**src/rtl/btb_update_ctrl.sv**
```systemverilog
// BTB update scheduler: filters not-taken results, arbitrates EX/ID round-robin, queues
// accepted updates in a DEPTH-entry FIFO. Optional macro: BTB_UPD_COALESCE_EN.
module btb_update_ctrl #(
    parameter int unsigned DEPTH = 4
) (
    input  logic                    clk,
    input  logic                    reset,

    input  logic                    ex_valid_i,
    input  logic [63:0]             ex_pc_i,
    input  logic [63:0]             ex_target_i,
    input  logic                    ex_taken_i,
    input  logic [1:0]              ex_type_i,
    output logic                    ex_ready_o,

    input  logic                    id_valid_i,
    input  logic [63:0]             id_pc_i,
    input  logic [63:0]             id_target_i,
    input  logic                    id_taken_i,
    input  logic [1:0]              id_type_i,
    output logic                    id_ready_o,

    input  logic                    suspend_i,

    output logic                    update_en_o,
    output logic [63:0]             pc_u_o,
    output logic [63:0]             target_u_o,
    output logic                    taken_u_o,
    output logic [1:0]              type_u_o,
    output logic [$clog2(DEPTH):0]  depth_o
);

    localparam int unsigned PW = $clog2(DEPTH);
    localparam int unsigned CW = PW + 1;
    localparam logic [CW-1:0] FULL = CW'(DEPTH);

    typedef struct packed {
        logic [63:0] pc;
        logic [63:0] target;
        logic [1:0]  btype;
    } entry_t;

    entry_t          mem_q [DEPTH];
    logic [PW-1:0]   head_q, head_d;
    logic [PW-1:0]   tail_q, tail_d;
    logic [CW-1:0]   count_q, count_d;
    logic            prio_q, prio_d;

    logic            ex_live, ex_dead;
    logic            id_live, id_dead;
    logic            can_enq;
    logic            ex_grant, id_grant, any_grant;
    logic            dup;
    logic            push, pop;
    logic            out_vld;
    entry_t          sel_entry;
    entry_t          head_entry;

    // Request classification; dead requests bypass arbitration entirely.
    always_comb begin
        ex_live = ex_valid_i & ex_taken_i;
        ex_dead = ex_valid_i & ~ex_taken_i;
        id_live = id_valid_i & id_taken_i;
        id_dead = id_valid_i & ~id_taken_i;
    end

    // Registered occupancy only: a same-cycle issue never frees a slot for enqueue.
    assign can_enq = (count_q < FULL) & ~reset;

    always_comb begin
        ex_grant  = can_enq & ex_live & (~id_live | ~prio_q);
        id_grant  = can_enq & id_live & (~ex_live | prio_q);
        any_grant = ex_grant | id_grant;
    end

    assign ex_ready_o = ex_dead | ex_grant;
    assign id_ready_o = id_dead | id_grant;

    always_comb begin
        sel_entry = '0;
        if (ex_grant) begin
            sel_entry.pc     = ex_pc_i;
            sel_entry.target = ex_target_i;
            sel_entry.btype  = ex_type_i;
        end else begin
            sel_entry.pc     = id_pc_i;
            sel_entry.target = id_target_i;
            sel_entry.btype  = id_type_i;
        end
    end

`ifdef BTB_UPD_COALESCE_EN
    entry_t last_q, last_d;
    logic   last_vld_q, last_vld_d;

    assign dup = last_vld_q & (sel_entry == last_q);

    // Copy is invalidated once the queue drains, so a repeat after drain is re-queued.
    always_comb begin
        last_d     = last_q;
        last_vld_d = last_vld_q;
        if (push) begin
            last_d     = sel_entry;
            last_vld_d = 1'b1;
        end else if (pop && (count_q == CW'(1))) begin
            last_vld_d = 1'b0;
        end
    end

    always_ff @(posedge clk) begin
        if (reset) begin
            last_q     <= '0;
            last_vld_q <= 1'b0;
        end else begin
            last_q     <= last_d;
            last_vld_q <= last_vld_d;
        end
    end
`else
    assign dup = 1'b0;
`endif

    assign push = any_grant & ~dup;

    // Issue side
    assign head_entry  = mem_q[head_q];
    assign out_vld     = (count_q != '0) & ~reset;
    assign update_en_o = out_vld & ~suspend_i;
    assign pop         = update_en_o;
    assign taken_u_o   = update_en_o;
    assign pc_u_o      = out_vld ? head_entry.pc     : 64'h0;
    assign target_u_o  = out_vld ? head_entry.target : 64'h0;
    assign type_u_o    = out_vld ? head_entry.btype  : 2'b00;
    assign depth_o     = count_q;

    always_comb begin
        head_d  = head_q;
        tail_d  = tail_q;
        count_d = count_q;
        prio_d  = prio_q;
        if (push) begin
            tail_d = tail_q + PW'(1);
        end
        if (pop) begin
            head_d = head_q + PW'(1);
        end
        unique case ({push, pop})
            2'b10:   count_d = count_q + CW'(1);
            2'b01:   count_d = count_q - CW'(1);
            default: count_d = count_q;
        endcase
        // Pointer moves to the loser; coalesced grants still rotate it.
        if (any_grant) begin
            prio_d = ex_grant;
        end
    end

    always_ff @(posedge clk) begin
        if (reset) begin
            head_q  <= '0;
            tail_q  <= '0;
            count_q <= '0;
            prio_q  <= 1'b0;
        end else begin
            head_q  <= head_d;
            tail_q  <= tail_d;
            count_q <= count_d;
            prio_q  <= prio_d;
        end
    end

    always_ff @(posedge clk) begin
        if (push) begin
            mem_q[tail_q] <= sel_entry;
        end
    end

endmodule

```
**config.mk**
```make
export PLATFORM = sky130hd
export DESIGN_NAME = btb_update_ctrl
export DESIGN_NICKNAME = d
export VERILOG_FILES = /design/src/rtl/btb_update_ctrl.sv
export SDC_FILE = /design/constraint.sdc
export NUM_CORES = 1
export LEC_CHECK = 0
export CORE_ASPECT_RATIO = 1.25
export CORE_UTILIZATION = 26
export DETAILED_ROUTE_END_ITERATION = 16
export SLEW_MARGIN = 15
export SYNTH_ARGS = -nofsm -noshare
export SYNTH_HDL_FRONTEND = slang
export SYNTH_SLANG_ARGS = --single-unit
```
**constraint.sdc**
```tcl
create_clock -name clk -period 5.72 [get_ports clk]
set_input_delay 1.144 -clock clk [delete_from_list [all_inputs] [get_ports clk]]
set_output_delay 1.144 -clock clk [all_outputs]
set_load 0.005 [all_outputs]
```
Yosys cells after proc, flatten, opt, wreduce, memory -nomap -nowiden
Memory sizes are Yosys's and may differ from the RTL's. A register that Yosys moved wholly into a read port is not among the register bits.
Index checks and enable logic that the tools add are counted.
{ "totals": {"reg_bits": 8, "ramBits": 520, "out_inout_bits": 137, "mem_count": 1} }
{ "memory_table": {"columns": ["memory", "words", "width", "rd", "rd_ports_with_merged_regs", "wr", "line", "rtl"], "rows": [
  ["mem_q", 4, 130, 1, 1, 1, "43", "entry_t mem_q [DEPTH];"]
]} }
{ "op_classes": {"n_addsub": 4, "magnitude_cmp": 1, "eq_ne": 2, "muxes": 9, "bitwise": 23, "reduce_logical": 2} }
{ "ops": {"columns": ["op", "n"], "rows": [
  ["2-to-1 mux 130 bit", 1],
  ["2-to-1 mux 64 bit", 2],
  ["bitwise AND 1 bit", 11],
  ["inverter 1 bit", 7],
  ["2-to-1 mux 2 bit", 3],
  ["one-hot mux 3 bit (2 select lines)", 1],
  ["OR 1 bit", 5],
  ["adder 2 x 1 -> 2 bit (second input constant)", 2],
  ["adder 3 x 1 -> 3 bit (second input constant)", 1],
  ["< comparator 3 bit (second input constant)", 1],
  ["nonzero test 3 bit", 1],
  ["subtractor 3 x 1 -> 3 bit (second input constant)", 1],
  ["== test 2 x 1 -> 1 bit (second input constant)", 1],
  ["== test 2 bit (second input constant)", 1],
  ["2-to-1 mux 1 bit", 2],
  ["nonzero test 2 bit", 1]
]} }

Logic depth before layout (Yosys ltp)
Gate-level depths: netlist of the first run.
{ "depth": {"ltp_word": 7, "mapped_depth": 7, "ltp_nobuf": 6} }

Worst setup path after synthesis of the first run
Ideal clock, no wire load.
{ "synth_timing": {"kind": "input to register", "start": "in reset", "end": "mem mem_q[0][0] (netlist bit) (enable)", "setup_time_ns": 0.505, "arrival_time_ns": 4.461, "path_slack_ns": 0.754, "stages": 2, "n_path_buf": 0, "cell_sequence": "nor2_1 -> and3_1"} }
{ "synth_between": {"elab_chain_len": 7} }
{ "synth_rtl": {"columns": ["item", "line", "rtl"], "rows": [
  ["from (decl)", "7", "input logic reset,"],
  ["inverter 1 bit (*)", "68", "assign can_enq = (count_q < FULL) & ~reset;"],
  ["bitwise AND 1 bit (*)", "68", null],
  ["bitwise AND 1 bit, on equally long branches (2 in a row)", "71, 72", null],
  ["OR 1 bit (*)", "73", "any_grant = ex_grant | id_grant;"],
  ["2-to-1 mux 1 bit (*)", "173", "if (push) begin"],
  ["2-to-1 mux 1 bit (not written as such) (*)", "174", "mem_q[tail_q] <= sel_entry;"],
  ["to (decl)", "43", null]
]} }
Mark *: on every way between the ends. The rest lies on a longest branch, timed or not.

Worst setup path in the final report of the first run
{ "layout_timing": {"start": "in reset", "end": "out target_u_o[5]"} }
{ "layout_between": {"elab_chain_len": 3} }
{ "layout_rtl": {"columns": ["item", "line", "rtl"], "rows": [
  ["inverter 1 bit", "127", "assign out_vld = (count_q != '0) & ~reset;"],
  ["bitwise AND 1 bit", "127", null],
  ["2-to-1 mux 64 bit", "132", "assign target_u_o = out_vld ? head_entry.target : 64'h0;"],
  ["to (decl)", "27", "output logic [63:0] target_u_o,"]
]} }
Every way passes these cells.

==> out/summary.txt, run 1 <==
# setup viols final: 0
Critical Setup Path Class: in -> out
Synth Instances: 1,036
Post-synth EDFFs: 520
Power Density: 309 nW/µm²
Io pins: 404
Outcome: finished clean
Hold/Removal Path Class: reg -> reg
Deepest clock path buffer count: 3
Max-Cap Viols: 0
Initial detailed-routing violation count: 555
R2R depth: 4
Area growth syn-to-layout: 31.9%
Internal cell power: 7.08 mW
Routed len/inst: 19.6 µm
Slew Viols, Final: 0
Leakage: 9.22 nW
Final period util: 78.8%
Fin area: 29,300 µm²
Net Sw Power: 1.97 mW
CTS sink cnt: 530
Worst-Margin Slew: 0.971 ns
Net Sw Frac: 21.8%
Cell taking the most area after synthesis: edfxtp_1
DP Wirelength: 33.2 mm
Placer Congestion: 0.696
DRT Pass-1 Iters: 4
Post-cts sizing count: 0
Crit path arrival time: 3.37 ns
RSZ-0062 raised after global routing: no
Nets@finish: 1,749
Worst rel slew slack: 35.3%
Top layer reached by signal wires: met4
Mean Syn Cell Area: 21.5 µm²
Grt ovf: 0
First-pass GRT wire length: 75.5 mm
Initial antenna violation count: 2
Setup ws final: 1.21 ns
Worst skew pair latency: 0.60 ns
Worst hold stages: 2
Flops & latches, synth: 530
Cts bufs inserted: 52
Sequential share of the synthesized area: 71.1%
Syn_nets: 1,308
Synth Flop Type: edfxtp_1
Total negative slack: 0 ns
Core region area: 84,400 µm²
Clk root buf: clkbuf_16
Post-Syn Area: 22,200 µm²
CTS Hold Bufs: 0
R2r setup slk: 3.30 ns
Rows: 119
Async set-reset flop share out of synthesis: 0%
Antenna violation net count after detailed routing: 0
Synth cell types: 36
Met2 WL: 26.7 mm
Reg2reg start: depth_o[2]$_SDFFE_PP0P_
Combinational power share: 14.2%
DIE AREA: 86,700 µm²
Placed cell area: 27,700 µm²
Fin. Hold Viols: 0
Final WL: 51.0 mm
Fmax: 222 MHz
DRC: 0
Crit path max fanout: 40
Total power: 9.05 mW
Ant. Diodes: 0
Setup crit start kind: input port
Starting density of the core: 26.3%
Largest net degree at the start of global routing: 56
Worst R2R End: mem_q[0][19]$_DFFE_PP_
Global Route Usage Sum: 11.6%
Req. time, crit path: 4.58 ns
Via Count: 11,200
Clock share of power: 36.5%
Share of power burned in registers: 49.3%
YS warnings: 0
Yosys top cell area share: 70.2%
CTS clk-pin slew, worst paths: 0.06 ns
Vias in the first global route: 12,300
Via-to-Cell Ratio: 4.30
Place WS: 1.14 ns
VDD IR max: 156 µV
CTS tree: yes
Hold_sp: head_q[1]$_SDFFE_PP0P_
Port Buf Inserts: 403
Crit. End Element: primary output
Clock skew: 0.0122 ns
# Post-CTS Setup Buffers: 0
Minimum clock period: 4.51 ns
Metal1 wirelength: 20.5 mm
Die Ht: 329 µm
Die width: 264 µm
Share of layout cells above drive strength 1: 25.5%
H-Tree Depth: 2
Met3 WL: 2.42 mm
Synth area leaders: edfxtp_1, mux4_2, mux2_4, nor2b_1, mux2_2
==> layout by cell type (no fill, tap or decap), types with 2 or more instances in the layout <==
| cell type | netlist | layout |
|---|---|---|
| clkinv_1 | 0 | 14 |
| bufinv_16 | 0 | 5 |
| xor2_1 | 2 | 2 |
| clkbuf_1 | 8 | 11 |
| inv_1 | 5 | 5 |
| and3_4 | 0 | 4 |
| edfxtp_1 | 520 | 520 |
| a21oi_1 | 5 | 5 |
| buf_12 | 10 | 16 |
| mux2_2 | 42 | 42 |
| mux4_2 | 130 | 130 |
| dfxtp_1 | 10 | 8 |
| buf_4 | 7 | 28 |
| clkbuf_16 | 0 | 53 |
| o21ai_0 | 3 | 3 |
| nand2_1 | 4 | 4 |
| clkinvlp_4 | 0 | 3 |
| clkinv_2 | 0 | 4 |
| o21a_1 | 2 | 2 |
| dfxtp_4 | 0 | 2 |
| nor2b_1 | 130 | 130 |
| mux2_4 | 89 | 89 |
| inv_6 | 0 | 2 |
| clkdlybuf4s50_1 | 0 | 403 |
| nor2_1 | 11 | 11 |
| ha_1 | 4 | 4 |
==> critical path, cell delays in order <==
cell	delay (ns)
clkdlybuf4s50_1	0.40
buf_4	0.19
nand2b_4	0.41
buf_12	0.33
nor2b_1	0.16
clkdlybuf4s50_1	0.67
==> kinds of logic after synthesis <==
logic type | synth area share, %
flops | 71.1
mux | 21.3
simple gates | 4.24
buf+inv | 2.37
compound gates | 0.563
fa+ha+maj | 0.315
xor+xnor | 0.0788
==> metrics by stage <==
| step | hold slack (ns) | utilization (%) | cells |
|---|---|---|---|
| 5_1_grt | 0.583 | 34.7 | 2605 |
| 3_3_place_gp | 0.498 | 32.8 | 2512 |
| 3_5_place_dp | 0.497 | 32.8 | 2512 |
| 6_report | 0.525 | 34.7 | 2605 |
| 4_1_cts | 0.527 | 34.7 | 2605 |
| 2_1_floorplan | 0.472 | - | 1036 |
==> flip-flops by register name, summed over array words and instances, names as in the netlist, named ones only <==
signal and count:
mem_q 520, depth_o 3, head_q 2, prio_q 1, tail_q 2
==> routing by layer <==
| metal | global-route usage (%) | vias to the layer above |
|---|---|---|
| met4 | 3.76 | 0 |
| met2 | 21.1 | 303 |
| met3 | 2.31 | 69 |
| met1 | 13.7 | 5755 |
| li1 | - | 5076 |
| met5 | 0 | - |
==> cell usage after synthesis, types with 5 or more instances <==
library cell / instances
buf_2: 15
inv_1: 5
clkbuf_1: 8
buf_12: 10
buf_6: 10
mux4_2: 130
buf_1: 10
dfxtp_1: 10
nor2b_1: 130
nor2_1: 11
mux2_2: 42
buf_4: 7
a21oi_1: 5
edfxtp_1: 520
mux2_4: 89
==> power by group through the flow <==
stage               sequential (mW)  clock (mW)  combinational, mW
detailed placement             4.55           0               1.32
global placement               4.54           0               1.30
finish                         4.46        3.31               1.28
global route                   4.47        3.56               1.38
floorplan                      4.53           0              0.666
CTS                            4.47        3.42               1.33
==> how the worst max path moves through the flow <==
stage,to,startpoint,slack [ns],cells past startpoint
2_1_floorplan,mem_q[0][0]$_DFFE_PP_,reset,0.75,2
3_3_place_gp,target_u_o[5],reset,1.16,6
3_5_place_dp,target_u_o[5],reset,1.14,6
4_1_cts,target_u_o[5],reset,1.14,6
5_1_grt,target_u_o[5],reset,1.08,6
6_report,target_u_o[5],reset,1.21,6
==> final cells by class <==
cell class,count,area (µm²)
Sequential cell,530,15800
Clock inverter,29,272
Multi-Input combinational cell,441,5920
Fill cell,7846,55100
Clock buffer,64,1370
Timing Repair Buffer,447,4560
Inverter,5,18.8
Tap cell,1089,1360
Note: power is estimated with default switching activity, not from simulation.
==> run 2, diff against run 1 <==
Clock period 5.72 ns to 4 ns, I/O delays scaled along.
==> out/summary.txt, run 2 (synthesis results as in run 1) <==
Crit path max fanout: 21 (was 40)
Critical Setup Path Class: reg -> out (was in -> out)
Crit path arrival time: 2.81 ns (was 3.37 ns)
H-Tree Depth: 2 (unchanged)
Power Density: 441 nW/µm² (was 309 nW/µm²)
Largest net degree at the start of global routing: 79 (was 56)
Setup crit start kind: flip-flop (was input port)
Placer Congestion: 0.706 (was 0.696)
Largest Register: mem_q (unchanged)
Fill count: 7,821 (was 7,846)
Port Buf Inserts: 403 (unchanged)
Rows: 119 (unchanged)
Total negative slack: 0 ns (unchanged)
Final Util: 35.0% (was 34.7%)
Minimum clock period: 3.61 ns
Worst skew pair latency: 0.60 ns (about the same)
Worst rel slew slack: 58.6% (was 35.3%)
Io pins: 404 (unchanged)
Clock skew: 0.0204 ns (was 0.0122 ns)
DP Wirelength: 33.0 mm (was 33.2 mm)
CTS Hold Bufs: 0 (unchanged)
Commonest non-fill, non-tap cell in the layout: edfxtp_1 (unchanged)
Vias in the first global route: 12,500 (was 12,300)
Nets@finish: 1,762 (was 1,749)
CTS sink cnt: 530 (unchanged)
Antenna violation net count after detailed routing: 0 (unchanged)
Share of layout cells above drive strength 1: 26.7% (was 25.5%)
VDD IR max: 261 µV (was 156 µV)
Req. time, crit path: 3.20 ns (was 4.58 ns)
First-pass GRT wire length: 74.8 mm (was 75.5 mm)
Leakage: 9.34 nW (was 9.22 nW)
CTS clk-pin slew, worst paths: 0.06 ns (about the same)
DIE AREA: 86,700 µm² (unchanged)
Initial antenna violation count: 1 (was 2)
Multi-input gate area: 5920 µm² (unchanged)
Die width: 264 µm (unchanged)
Commonest cells after routing, fill and taps aside: edfxtp_1, clkdlybuf4s50_1, mux4_2, nor2b_1, mux2_4 (unchanged)
Starting density of the core: 26.3% (unchanged)
Area growth syn-to-layout: 32.8% (was 31.9%)
Hold/Removal Path Class: reg -> reg (unchanged)
# setup viols final: 0 (unchanged)
DRC: 0 (unchanged)
Deepest clock path buffer count: 3 (unchanged)
Cts bufs inserted: 53 (was 52)
Core region area: 84,400 µm² (unchanged)
Grt ovf: 0 (unchanged)
DRT Pass-1 Iters: 4 (unchanged)
Final WL: 49.8 mm (was 51.0 mm)
Worst hold slack: 0.503 ns (was 0.525 ns)
Crit. End Element: primary output (unchanged)
Routed len/inst: 19.0 µm (was 19.6 µm)
Global Route Usage Sum: 11.3% (was 11.6%)
Die Ht: 329 µm (unchanged)
RSZ-0062 raised after global routing: no (unchanged)
Clk root buf: clkbuf_16 (unchanged)
Number of flip-flops in the largest register: 520 (unchanged)
CTS tree: yes (unchanged)
Max-Cap Viols: 0 (unchanged)
Slew Viols, Final: 0 (unchanged)
Ant. Diodes: 0 (unchanged)
# Post-CTS Setup Buffers: 0 (unchanged)
Worst-Margin Slew: 0.621 ns (was 0.971 ns)
Fmax: 277 MHz
Register area: 15,800 µm² (unchanged)
Outcome: finished clean (unchanged)
Final period util: 90.3%
Initial detailed-routing violation count: 580 (was 555)
Via Count: 11,300 (was 11,200)
Fin. Hold Viols: 0 (unchanged)
Post-cts sizing count: 0 (unchanged)
Via-to-Cell Ratio: 4.29 (was 4.30)
## run 2: changes by cell type in the layout (fill, tap and decap cells not counted), sizes merged
cell / change
buf: +12
clkinv: +5
clkbuf: +2
bufinv: -1
clkinvlp: +1
## run 2: metal layers
| metal | global-route usage (%) | routed length [µm] | share of wire (%) |
|---|---|---|---|
| met1 | 13.4 | 20200 | 41 |
| met2 | 21.0 | 26600 | 53 |
| met3 | 1.77 | 2000 | 4.0 |
| met4 | 3.38 | 1040 | 2.1 |
| met5 | 0 | 0 | 0 |
## run 2: metrics by stage
step | total power, mW | std cells | cell area, µm² | worst slack, ns
final | 13.0 | 2624 | 29500 | 0.388
after CTS | 13.2 | 2624 | 29500 | 0.266
after global placement | 8.35 | 2524 | 27800 | 0.525
after floorplan | 7.42 | 1036 | 22200 | 0.878
after global routing | 13.5 | 2624 | 29500 | 0.210
after detailed placement | 8.38 | 2524 | 27800 | 0.498
## run 2: area by class of cell
cell class,count,share of cell area (%)
tap,1089,4.61
clock inverter,34,1.03
multi-input combinational,441,20.1
clock buffer,66,4.69
timing repair buffer,459,16.0
sequential,530,53.6
inverter,5,0.0635
## run 2: worst paths after layout
check,start,end,slack [ns],depth (start not counted)
setup / recovery,flip-flop,target_u_o[35],0.39,5
hold / removal,head_q[1]$_SDFFE_PP0P_,head_q[1]$_SDFFE_PP0P_,0.50,2
setup reg to reg,depth_o[2]$_SDFFE_PP0P_,mem_q[0][38]$_DFFE_PP_,1.84,5
hold reg to reg,head_q[1]$_SDFFE_PP0P_,head_q[1]$_SDFFE_PP0P_,0.50,2
## run 2: worst max-delay path: stages, from the launching register on
cell and delay [ns]:
dfxtp_4 0.54, buf_12 0.23, buf_12 0.24, mux4_2 0.57, nor2b_1 0.16, clkdlybuf4s50_1 0.46
## run 2: where the power goes
part	internal (mW)	switching, mW	leakage, nW
sequential	6.32	0.0530	4.80
clock	2.73	2.07	0.822
combinational	1.08	0.762	3.72
total	10.1	2.88	9.34
==> run 3, diff against run 2 <==
Settings changed: DONT_BUFFER_PORTS from default to 1, TNS_END_PERCENT from default to 1.
==> out/summary.txt, run 3 (synthesis results as in run 1) <==
Outcome: finished clean (unchanged)
Number of flip-flops in the largest register: 520 (unchanged)
CTS sink cnt: 530 (unchanged)
Largest net degree at the start of global routing: 67 (was 79)
# Post-CTS Setup Buffers: 0 (unchanged)
CTS tree: yes (unchanged)
WP depth: 4 (was 5)
Area growth syn-to-layout: 14.0% (was 32.8%)
Core region area: 84,400 µm² (unchanged)
DRT Pass-1 Iters: 4 (unchanged)
Port Buf Inserts: 0 (was 403)
R2R depth: 4 (was 5)
Post-cts sizing count: 0 (unchanged)
Crit path capture: target_u_o[9] (was target_u_o[35])
Leakage: 7.71 nW (was 9.34 nW)
Cts bufs inserted: 53 (unchanged)
DIE AREA: 86,700 µm² (unchanged)
DP Wirelength: 30.5 mm (was 33.0 mm)
Nets@finish: 1,334 (was 1,762)
Hold/Removal Path Class: in -> reg (was reg -> reg)
Largest Register: mem_q (unchanged)
H-Tree Depth: 2 (unchanged)
Cells along the critical path: or3_4 > nand2b_4 > buf_12 > nor2b_1 (was buf_12 > buf_12 > mux4_2 > nor2b_1 > clkdlybuf4s50_1)
Worst-Margin Slew: 0.793 ns (was 0.621 ns)
Slowest Stage Delay on Critical Path: 0.57 ns (about the same)
Via Count: 9,882 (was 11,300)
Minimum clock period: 3.45 ns (was 3.61 ns)
Clock share of power: 39.9% (was 36.9%)
Commonest non-fill, non-tap cell in the layout: edfxtp_1 (unchanged)
Slowest-stage cell, CP: nand2b_4 (was mux4_2)
# setup viols final: 0 (unchanged)
Setup ws final: 0.553 ns (was 0.388 ns)
R2r setup slk: 1.50 ns (was 1.84 ns)
Max-Cap Viols: 0 (unchanged)
Via-to-Cell Ratio: 4.50 (was 4.29)
CP Buf/Inv Count: 1 (was 3)
Reg2reg start: depth_o[2]$_SDFFE_PP0P_ (unchanged)
DRC: 0 (unchanged)
Fin cells: 2,197 (was 2,624)
Initial detailed-routing violation count: 553 (was 580)
CTS clk-pin slew, worst paths: 0.06 ns (about the same)
Worst skew pair latency: 0.61 ns (was 0.60 ns)
Deepest clock path buffer count: 3 (unchanged)
Net Sw Power: 2.85 mW (was 2.88 mW)
Io pins: 404 (unchanged)
First-pass GRT wire length: 70.2 mm (was 74.8 mm)
Fin. Hold Viols: 0 (unchanged)
Routed len/inst: 22.4 µm (was 19.0 µm)
Starting density of the core: 26.3% (unchanged)
Final Util: 30.0% (was 35.0%)
Worst R2R End: mem_q[3][11]$_DFFE_PP_ (was mem_q[0][38]$_DFFE_PP_)
Antenna violation net count after detailed routing: 0 (unchanged)
Die Ht: 329 µm (unchanged)
VDD IR max: 294 µV (was 261 µV)
Power Density: 500 nW/µm² (was 441 nW/µm²)
Crit. End Element: primary output (unchanged)
Fmax: 290 MHz (was 277 MHz)
Vias in the first global route: 10,600 (was 12,500)
Total power: 12.7 mW (was 13.0 mW)
Internal cell power: 9.82 mW (was 10.1 mW)
Commonest cells after routing, fill and taps aside: edfxtp_1, mux4_2, nor2b_1, mux2_4, clkbuf_16 (was edfxtp_1, clkdlybuf4s50_1, mux4_2, nor2b_1, mux2_4)
Setup crit start kind: flip-flop (unchanged)
Placed cell area: 23,600 µm² (was 27,800 µm²)
Crit path max fanout: 64 (was 21)
Share of layout cells above drive strength 1: 34.4% (was 26.7%)
Family with the most delay on the worst path: simple AND/OR/NAND/NOR gates (was buffers and inverters)
Clk root buf: clkbuf_16 (unchanged)
Die width: 264 µm (unchanged)
Placer Congestion: 0.733 (was 0.706)
Req. time, crit path: 3.20 ns (about the same)
Share of power burned in registers: 50.3% (was 49.0%)
Fill count: 8,094 (was 7,821)
CP startpoint: depth_o[2]$_SDFFE_PP0P_
Critical Setup Path Class: reg -> out (unchanged)
Post-Place Cells: 2,096 (was 2,524)
Final WL: 49.1 mm (was 49.8 mm)
Worst rel slew slack: 47.1% (was 58.6%)
Slew Viols, Final: 0 (unchanged)
Combinational power share: 9.7% (was 14.2%)
Crit path arrival time: 2.65 ns (was 2.81 ns)
Worst hold slack: 0.251 ns (was 0.503 ns)
Initial antenna violation count: 6 (was 1)
Clock skew: 0.0221 ns (was 0.0204 ns)
Fin area: 25,300 µm² (was 29,500 µm²)
Net Sw Frac: 22.5% (was 22.2%)
Final period util: 86.2% (was 90.3%)
Place WS: 1.03 ns (was 0.498 ns)
Total negative slack: 0 ns (unchanged)
RSZ-0062 raised after global routing: no (unchanged)
Grt ovf: 0 (unchanged)
Rows: 119 (unchanged)
CTS Hold Bufs: 0 (unchanged)
Global Route Usage Sum: 11.0% (was 11.3%)
run 3: power groups by stage:
stage	combinational [mW]	clock (mW)	sequential, mW
CTS	1.28	5.23	6.38
detailed placement	1.28	0	6.50
global route	1.34	5.42	6.39
finish	1.23	5.06	6.38
global placement	1.25	0	6.49
floorplan	0.952	0	6.48
run 3: routing by layer:
metal  vias up  wire length, µm  track usage (%)  part of all wire (%)
met5         -               21                0                 0.043
met2       322            24900             19.1                    51
li1       4244                -                -                     -
met3        87             2710             2.53                   5.5
met1      5225            19800             13.0                    40
met4         4             1660             4.69                   3.4
run 3: how the worst min path moves through the flow:
stage          slack [ns]  cells past startpoint                endpoint              startpoint
2_1_floorplan        0.47                      2               flip-flop  head_q[1]$_SDFFE_PP0P_
3_5_place_dp         0.50                      2               flip-flop  head_q[1]$_SDFFE_PP0P_
4_1_cts              0.19                      1               flip-flop                   reset
6_report             0.25                      1               flip-flop                   reset
5_1_grt              0.21                      1               flip-flop                   reset
3_3_place_gp         0.49                      2  head_q[1]$_SDFFE_PP0P_  head_q[1]$_SDFFE_PP0P_
run 3: final cells by class:
class / count / area, µm² / area share [%]
flip-flops and latches: 530 / 15800 / 62.4
multi-input cells: 441 / 5920 / 23.4
well taps: 1089 / 1360 / 5.38
diodes: 2 / 5.00 / 0.0198
inverters: 5 / 18.8 / 0.0741
clock inverters: 34 / 369 / 1.46
clock buffers: 65 / 1390 / 5.50
repair buffers: 31 / 445 / 1.76
run 3: worst reg2reg max path, cell delays in order, from the launching register on:
cell,delay (ns)
dfxtp_1,0.39
a311oi_2,0.26
and2b_4,0.69
buf_12,0.42
mux2_2,0.48
